===== src/rtl/game_pkg.sv =====
// Shared playfield constants, direction type and clamped-step helper
// for the player motion datapath.
package game_pkg;

  localparam int DEF_RADIUS = 35;
  localparam int DEF_X_MIN  = 0;
  localparam int DEF_X_MAX  = 639;
  localparam int DEF_Y_MIN  = 0;
  localparam int DEF_Y_MAX  = 479;

  localparam int DEF_XLO = DEF_X_MIN + DEF_RADIUS;
  localparam int DEF_XHI = DEF_X_MAX - DEF_RADIUS;
  localparam int DEF_YLO = DEF_Y_MIN + DEF_RADIUS;
  localparam int DEF_YHI = DEF_Y_MAX - DEF_RADIUS;

  typedef enum logic [1:0] {
    HOLD,
    DEC,
    INC
  } dir_t;

  // Distance-to-bound form keeps the result inside [lo,hi] without wrap.
  function automatic int clamp_step(
    input int   pos,
    input dir_t dir,
    input int   lo,
    input int   hi,
    input int   step
  );
    int r;
    r = pos;
    unique case (dir)
      DEC:     r = (pos - lo < step) ? lo : pos - step;
      INC:     r = (hi - pos < step) ? hi : pos + step;
      default: r = pos;
    endcase
    return r;
  endfunction

  function automatic int clamp_init(
    input int v,
    input int lo,
    input int hi
  );
    int r;
    r = v;
    if (v < lo) r = lo;
    if (v > hi) r = hi;
    return r;
  endfunction

endpackage


===== src/rtl/axis_stepper.sv =====
// One axis of one player: button sync, direction decode,
// clamped working position and frame-aligned display shadow.
module axis_stepper
  import game_pkg::*;
#(
  parameter int POS_W = 10,
  parameter int LO    = 35,
  parameter int HI    = 604,
  parameter int STEP  = 1,
  parameter int INIT  = 100
) (
  input  logic             clk,
  input  logic             rst_n,
  input  logic             btn_dec,
  input  logic             btn_inc,
  input  logic             move_tick,
  input  logic             frame_start,
  output logic [POS_W-1:0] pos
);

  localparam logic [POS_W-1:0] INIT_C =
    POS_W'(clamp_init(INIT, LO, HI));

  logic [1:0]       dec_s;
  logic [1:0]       inc_s;
  logic [POS_W-1:0] work;
  dir_t             dir;

  always_comb begin
    dir = HOLD;
    unique case (1'b1)
      dec_s[1] && !inc_s[1]: dir = DEC;
      inc_s[1] && !dec_s[1]: dir = INC;
      default:               dir = HOLD;
    endcase
  end

  always_ff @(posedge clk or negedge rst_n) begin
    if (!rst_n) begin
      dec_s <= '0;
      inc_s <= '0;
      work  <= INIT_C;
      pos   <= INIT_C;
    end else begin
      dec_s <= {dec_s[0], btn_dec};
      inc_s <= {inc_s[0], btn_inc};
      if (move_tick)
        work <= POS_W'(clamp_step(int'(work), dir, LO, HI, STEP));
      // shadow samples pre-tick work when both fire together
      if (frame_start)
        pos <= work;
    end
  end

endmodule


===== src/rtl/player_motion_controller.sv =====
// N-player motion controller: shared movement tick plus one
// axis_stepper per player per axis, in the vga clock domain.
module player_motion_controller
  import game_pkg::*;
#(
  parameter int NUM_PLAYERS    = 2,
  parameter int POS_W          = 10,
  parameter int PLAYER_RADIUS  = DEF_RADIUS,
  parameter int FIELD_X_MIN    = DEF_X_MIN,
  parameter int FIELD_X_MAX    = DEF_X_MAX,
  parameter int FIELD_Y_MIN    = DEF_Y_MIN,
  parameter int FIELD_Y_MAX    = DEF_Y_MAX,
  parameter int INIT_X_BASE    = 100,
  parameter int INIT_X_SPACING = 400,
  parameter int INIT_Y         = 250,
  parameter int MOVE_PERIOD    = 100000,
  parameter int STEP           = 1
) (
  input  logic                         clk,
  input  logic                         rst_n,
  input  logic [NUM_PLAYERS-1:0]       btn_up,
  input  logic [NUM_PLAYERS-1:0]       btn_down,
  input  logic [NUM_PLAYERS-1:0]       btn_left,
  input  logic [NUM_PLAYERS-1:0]       btn_right,
  input  logic                         pause,
  input  logic                         frame_start,
  output logic [NUM_PLAYERS*POS_W-1:0] pos_x,
  output logic [NUM_PLAYERS*POS_W-1:0] pos_y,
  output logic                         move_tick
);

  localparam int X_LO = FIELD_X_MIN + PLAYER_RADIUS;
  localparam int X_HI = FIELD_X_MAX - PLAYER_RADIUS;
  localparam int Y_LO = FIELD_Y_MIN + PLAYER_RADIUS;
  localparam int Y_HI = FIELD_Y_MAX - PLAYER_RADIUS;
  localparam int CW   = $clog2(MOVE_PERIOD);

  logic [CW-1:0] cnt;

  assign move_tick = !pause && (cnt == CW'(MOVE_PERIOD - 1));

  always_ff @(posedge clk or negedge rst_n) begin
    if (!rst_n) begin
      cnt <= '0;
    end else if (!pause) begin
      if (cnt == CW'(MOVE_PERIOD - 1))
        cnt <= '0;
      else
        cnt <= cnt + CW'(1);
    end
  end

  for (genvar i = 0; i < NUM_PLAYERS; i++) begin : g_player
    axis_stepper #(
      .POS_W (POS_W),
      .LO    (X_LO),
      .HI    (X_HI),
      .STEP  (STEP),
      .INIT  (INIT_X_BASE + i * INIT_X_SPACING)
    ) u_x (
      .clk         (clk),
      .rst_n       (rst_n),
      .btn_dec     (btn_left[i]),
      .btn_inc     (btn_right[i]),
      .move_tick   (move_tick),
      .frame_start (frame_start),
      .pos         (pos_x[i*POS_W +: POS_W])
    );

    axis_stepper #(
      .POS_W (POS_W),
      .LO    (Y_LO),
      .HI    (Y_HI),
      .STEP  (STEP),
      .INIT  (INIT_Y)
    ) u_y (
      .clk         (clk),
      .rst_n       (rst_n),
      .btn_dec     (btn_up[i]),
      .btn_inc     (btn_down[i]),
      .move_tick   (move_tick),
      .frame_start (frame_start),
      .pos         (pos_y[i*POS_W +: POS_W])
    );
  end

endmodule


===== config.mk =====
export PLATFORM = sky130hd
export DESIGN_NAME = player_motion_controller
export DESIGN_NICKNAME = d
export VERILOG_FILES = /design/src/rtl/game_pkg.sv /design/src/rtl/axis_stepper.sv /design/src/rtl/player_motion_controller.sv
export SDC_FILE = /design/constraint.sdc
export NUM_CORES = 1
export LEC_CHECK = 0
export CAP_MARGIN = 15
export CORE_UTILIZATION = 35
export CTS_BUF_LIST = sky130_fd_sc_hd__clkbuf_8 sky130_fd_sc_hd__clkbuf_16
export DETAILED_ROUTE_END_ITERATION = 10
export MAX_ROUTING_LAYER = met4
export PLACE_DENSITY = 0.61
export SETUP_SLACK_MARGIN = 0.05
export SLEW_MARGIN = 20
export SYNTH_ARGS = -nofsm -noshare
export SYNTH_HDL_FRONTEND = slang
export SYNTH_SLANG_ARGS = --single-unit

===== constraint.sdc =====
create_clock -name clk -period 2.68 [get_ports clk]
set_clock_uncertainty 0.05 [all_clocks]
set_input_delay 0.536 -clock clk [delete_from_list [all_inputs] [get_ports clk]]
set_output_delay 0.536 -clock clk [all_outputs]
set_load 0.005 [all_outputs]

; Word level (Yosys, flattened, before mapping)
; Index checks and enable logic that the tools add are counted.
; W data, S select, Z words.
[word_totals]
reg_bits = 113
input_bits = 12
output_inout_bits = 41
wordCells = 94
[classes]
n_addsub = 17
order_cmp = 8
n_eq_ne = 9
n_mux = 17
reduce_logical = 26
[op_table]
columns = op, count
row1 = $lt A32 B2 Y1 const B, 8
row2 = $mux W10, 8
row3 = $pmux W10 S2, 4
row4 = $sub A10 B6 Y11 const B, 4
row5 = $add A10 B1 Y10 const B, 4
row6 = $sub A10 B1 Y10 const B, 4
row7 = $sub A10 B10 Y11 const A, 2
row8 = $sub A9 B10 Y11 const A, 2
row9 = $add A17 B1 Y17 const B, 1
row10 = $eq A17 B17 Y1 const B, 1
row11 = $mux W17, 1
row12 = $pmux W2 S2, 4
row13 = $logic_and A1 B1 Y1, 9
row14 = $logic_not A1 Y1, 9
row15 = $eq A2 B1 Y1 const B, 4
row16 = $eq A2 B2 Y1 const B, 4
row17 = $reduce_and A2 Y1, 4
row18 = $reduce_bool A2 Y1, 4

; Longest topological paths before layout
; Gate-level depths: netlist of the first run.
[logic_depth]
ltp_word = 6
mapped_depth = 9

; By module
; From an unflattened synthesis of the first run, not the netlist that was laid out.
[unflattened]
hier_cells = 727
hier_area_um2 = 7030.5
[modules_own_cells]
columns = mod, n_inst, cells_each, area_per_inst_um2, seq_area_each_um2
row1 = axis_stepper at g_player[0].u_y ..., 2, 149, 1482.7, 615.6
row2 = axis_stepper at g_player[1].u_x, 1, 170, 1600.3, 615.6
row3 = axis_stepper at g_player[0].u_x, 1, 170, 1592.8, 608.1
row4 = player_motion_controller, 1, 89, 872.1, 425.4

; Least setup slack after synthesis of the first run
; OpenSTA, ideal clock, no wires.
[synth_timing]
path_kind = register to register
from = register g_player[1].u_y.work[1]
to = register g_player[1].u_y.work[4]
arrival_time_ps = 2165
t_required_ps = 2557
setup_slack_ps = 392
path_stages_with_launch = 8
n_path_buf = 0
cell_sequence = dfstp_2 -> inv_1 -> ha_1 -> xor2_1 -> or4b_1 -> o211a_1 -> a311o_1 -> a21oi_1
[synth_via]
elab_chain_cells = 4
word_cells_on_any_way = 9
cone_classes = add/sub (4) / order compare (2) / mux (3)
[synth_rtl]
columns = element, line_no
row1 = start: declaration, axis_stepper.sv:26  ; logic [POS_W-1:0] work;
row2 = start signal: assignment, axis_stepper.sv:48  ; work <= POS_W'(clamp_step(int'(work), dir, LO, HI, STEP));
row3 = $sub A9 B10 Y11 or $sub A10 B6 Y11 (tied branches), "game_pkg.sv:34, game_pkg.sv:33"
row4 = $lt A32 B2 Y1 (on tied branches), "game_pkg.sv:34, game_pkg.sv:33"
row5 = $mux W10 (on tied branches), "game_pkg.sv:34, game_pkg.sv:33"
row6 = $pmux W10 S2 *, game_pkg.sv:32  ; unique case (dir)
; Mark *: on every way between the ends. The rest lies on a longest branch, timed or not.
; A chain may end at the register's enable or synchronous reset.

; Worst setup path in the final report of the first run
; Ends and elaborated chain as after synthesis.

==> metrics.log, run 1 <==
INFO  metric timing.critical_path.slowest_stage_cell = dfstp_2
INFO  metric drt-met1-wl = 7320 um
INFO  metric ys_async_sr_fraction = 100%
INFO  metric port_buffers = 52
INFO  metric antenna_left = 0
INFO  metric maxUsedRoutingLayer = met4
INFO  metric powerDensity = 529 nW/um2
INFO  metric final_max_slew_viols = 0
INFO  metric wl_met2 = 7030 um
INFO  metric number_of_vias_in_the_routed_layout = 5,437
INFO  metric ir_drop = 443 uV
INFO  metric number_of_antenna_violations_at_the_first_check_in_global_routing = 0
INFO  metric post-route-drc-count = 5
INFO  metric slew_headroom = 57.6%
INFO  metric grt_usage = 17.2%
INFO  metric timing.final.crit_period = 2.50 ns
INFO  metric worst_min_delay_path_category = in2async
INFO  metric utilization = 44.6%
INFO  metric synth-edff-count = 0
INFO  metric violations = design-rule violations
INFO  metric cts_root_buffer = clkbuf_16
INFO  metric clock_tree.htree_level_count = 4
INFO  metric floorplan.initialDensity = 36.1%
INFO  metric cts.clk_slew.worst_paths = 0.06 ns
INFO  metric timing.critical_path.arrival = 2.79 ns
INFO  metric grt_pass1_wl = 26,100 um
INFO  metric critical_path_class = reg2reg
INFO  metric netlist_top_cells_area = dfrtp_1, dfstp_2, mux2_2
INFO  metric setup_crit_start_kind = flop
INFO  metric critPathTopFamily = compound AO/OA/AOI/OAI gates
INFO  metric synth_top_area_cell = dfrtp_1
INFO  metric worst_setup_path_end_kind = flop
INFO  metric ys_types = 80
INFO  metric grt_setup_unrepaired = false
INFO  metric via_per_inst = 5.44
INFO  metric dpl_cell_area = 7480 um2
INFO  metric drt_pre_antenna_iters = 8
INFO  metric wl_per_cell = 15.2 um
INFO  metric synth.ff_latch_count = 113
INFO  metric final_cell_area = 8090 um2
INFO  metric syn_inst = 692
INFO  metric grt_pass1_vias = 5,137
INFO  metric insertedDiodeCount = 0
INFO  metric chipWidth = 139 um
INFO  metric placement_stage_worst_setup_slack = -0.102 ns
INFO  metric critPathRequiredTime = 2.97 ns
INFO  metric nNetsFinal = 786
INFO  metric largest_net_degree_at_the_start_of_global_routing = 45
INFO  metric status = complete, but fails checks
INFO  metric worst-path-buf-inv = 1
INFO  metric finalHoldViolCount = 0
INFO  metric drive_gt1_share = 23.1%
INFO  metric cell_breakdown_of_the_critical_path = inv_1 -> ha_1 -> xor2_1 -> or4b_1 -> o211a_4 -> a311o_1 -> a21oi_1
INFO  metric setup_ws = 0.178 ns
INFO  metric met3_wirelength = 696 um
INFO  metric layout-area-overhead-vs-synth = 23.6%
INFO  metric post_synth.cell_area_avg = 9.46 um2
INFO  metric die_area = 19,300 um2
INFO  metric syn-num-nets = 721
INFO  metric dominantRegCellSynth = dfrtp_1
INFO  metric wirelength = 15,200 um
INFO  metric filler_cell_count = 1,740
INFO  metric max_stage_delay = 0.61 ns
INFO  metric post-synth-top-count-cell = dfrtp_1
INFO  metric fmaxAchievable = 400 MHz
INFO  metric top_fanout_value_on_the_critical_path = 8
INFO  metric placeableCoreArea = 18,100 um2
INFO  metric synth_top_cell_area_share = 27.1%
INFO  metric register_area = 2880 um2
INFO  metric setup-violations-final = 0
INFO  metric yosys_warnings = 0
INFO  metric finalWeightedCongestion = 0.879
INFO  metric worst_pin_slew = 0.631 ns
INFO  metric post_synthesis_cell_area = 6550 um2
INFO  metric synthTopCellsByCount = dfrtp_1, nor2_1, nand2_1
INFO  metric post-cts-setup-buffers = 0
INFO  metric drv.max_cap_violation_count = 0
INFO  metric clock_sinks = 113
INFO  metric io_pins = 53
INFO  metric seq_area_frac_synth = 44.0%
INFO  metric min_period_over_period = 93.3%
INFO  metric area_occupied_by_multi_input_gates = 3410 um2
INFO  metric cts_max_path_buffers = 2
INFO  metric initialDrtViolationCount = 407
INFO  metric cts_made_buffers = 17
INFO  metric p_leak = 3.33 nW
INFO  metric rows = 49
INFO  metric place_hpwl = 10,400 um
INFO  metric overflow = 0
INFO  metric die_h = 139 um
INFO  metric clkLatencyLatePin = 0.42 ns
INFO  metric cts_tree = done
INFO  metric ff2ff_setup_slack = 0.18 ns
state kept, by name (all words and copies together), names as in the netlist:
register and cells:
g_player.u_x.pos 20, g_player.u_x.work 20, g_player.u_y.pos 20, g_player.u_y.work 20, cnt 17, g_player.u_x.dec_s 4, g_player.u_x.inc_s 4, g_player.u_y.dec_s 4
g_player.u_y.inc_s 4
cell type report:
| cell class | count | share of cell area [%] |
|---|---|---|
| clock buffers | 19 | 5.60 |
| clock inverters | 13 | 1.70 |
| inverters | 24 | 1.11 |
| multi-input cells | 511 | 42.1 |
| flip-flops and latches | 113 | 35.6 |
| well taps | 229 | 3.54 |
| repair buffers | 90 | 10.3 |
stage by stage:
stage,hold slack [ns],setup TNS (ns),power [mW],instances
after global routing,0.110,0,4.48,999
after CTS,0.0937,0,4.34,999
after detailed placement,0.286,-0.102,2.08,967
after floorplan,0.190,0,1.97,692
final,0.0766,0,4.28,999
after global placement,0.283,-0.0432,2.08,967
worst register-to-register path: stages, from the launching register on:
cell and delay, ns:
dfstp_2 0.61, inv_1 0.10, ha_1 0.21, xor2_1 0.14, or4b_1 0.57, o211a_4 0.29
a311o_1 0.31, a21oi_1 0.16
report_power, final:
group | switching (mW) | internal (mW) | total (mW) | leakage, nW
clock network | 0.816 | 1.41 | 2.23 | 0.279
registers | 0.0521 | 1.77 | 1.82 | 1.35
logic | 0.133 | 0.101 | 0.233 | 1.70
routing by layer:
layer	up-vias	track usage [%]
met1	2636	22.7
met2	131	26.2
met5	-	-
met3	11	4.18
li1	2659	-
met4	0	4.85
cells in the final DEF (no fill, tap or decap), types with 10 or more instances in the layout:
cell type	n
or3_1	10
a21oi_1	28
ha_1	17
o211ai_1	10
clkbuf_16	17
a31oi_1	15
nand4_1	10
clkdlybuf4s50_1	49
nor2_1	57
nand2_1	52
xnor2_1	15
o21ai_0	37
mux2_2	43
buf_4	36
dfstp_2	42
dfrtp_1	71
nor3_1	27
nand3_1	25
inv_1	24
cells by family (layout without fill, tap and decap cells):
group                      Yosys count  after routing  synth area share [%]
xor gates and xnor gates            24             24                  3.21
adders and majority gates           17             17                  3.25
muxes                               49             49                  8.31
and+or+nand+nor                    255            255                  20.3
buffers and inverters               68            146                  4.30
AOI/OAI and AO/OA                  166            166                  16.7
DFF                                113            113                  44.0
timing repair:
item | 4_1_cts | 5_1_grt
gates resized for setup | 3 | 2
setup endpoints to repair | 1 | 6
hold buffers | 0 | 0
pin swaps | 1 | 0
worst paths after layout:
path                                                from                       end  cells after the start
max in group asynchronous                          rst_n   g_player[1].u_y.work[7]                      2
worst min register to register  g_player[0].u_x.dec_s[0]  g_player[0].u_x.dec_s[1]                      0
worst max-delay path             g_player[1].u_y.work[1]   g_player[1].u_y.work[4]                      7
min in group clk                g_player[0].u_x.dec_s[0]  g_player[0].u_x.dec_s[1]                      0
worst min-delay path                               rst_n    g_player[0].u_y.pos[8]                      1
worst max register to register   g_player[1].u_y.work[1]   g_player[1].u_y.work[4]                      7
Power figures use the tool's default switching activity.
==> run 2: changes to the inputs <==
- SLEW_MARGIN: 20 -> 10
==> results of run 2 <==
Same layout as run 1: the final DEF is identical, and so are final timing and power.
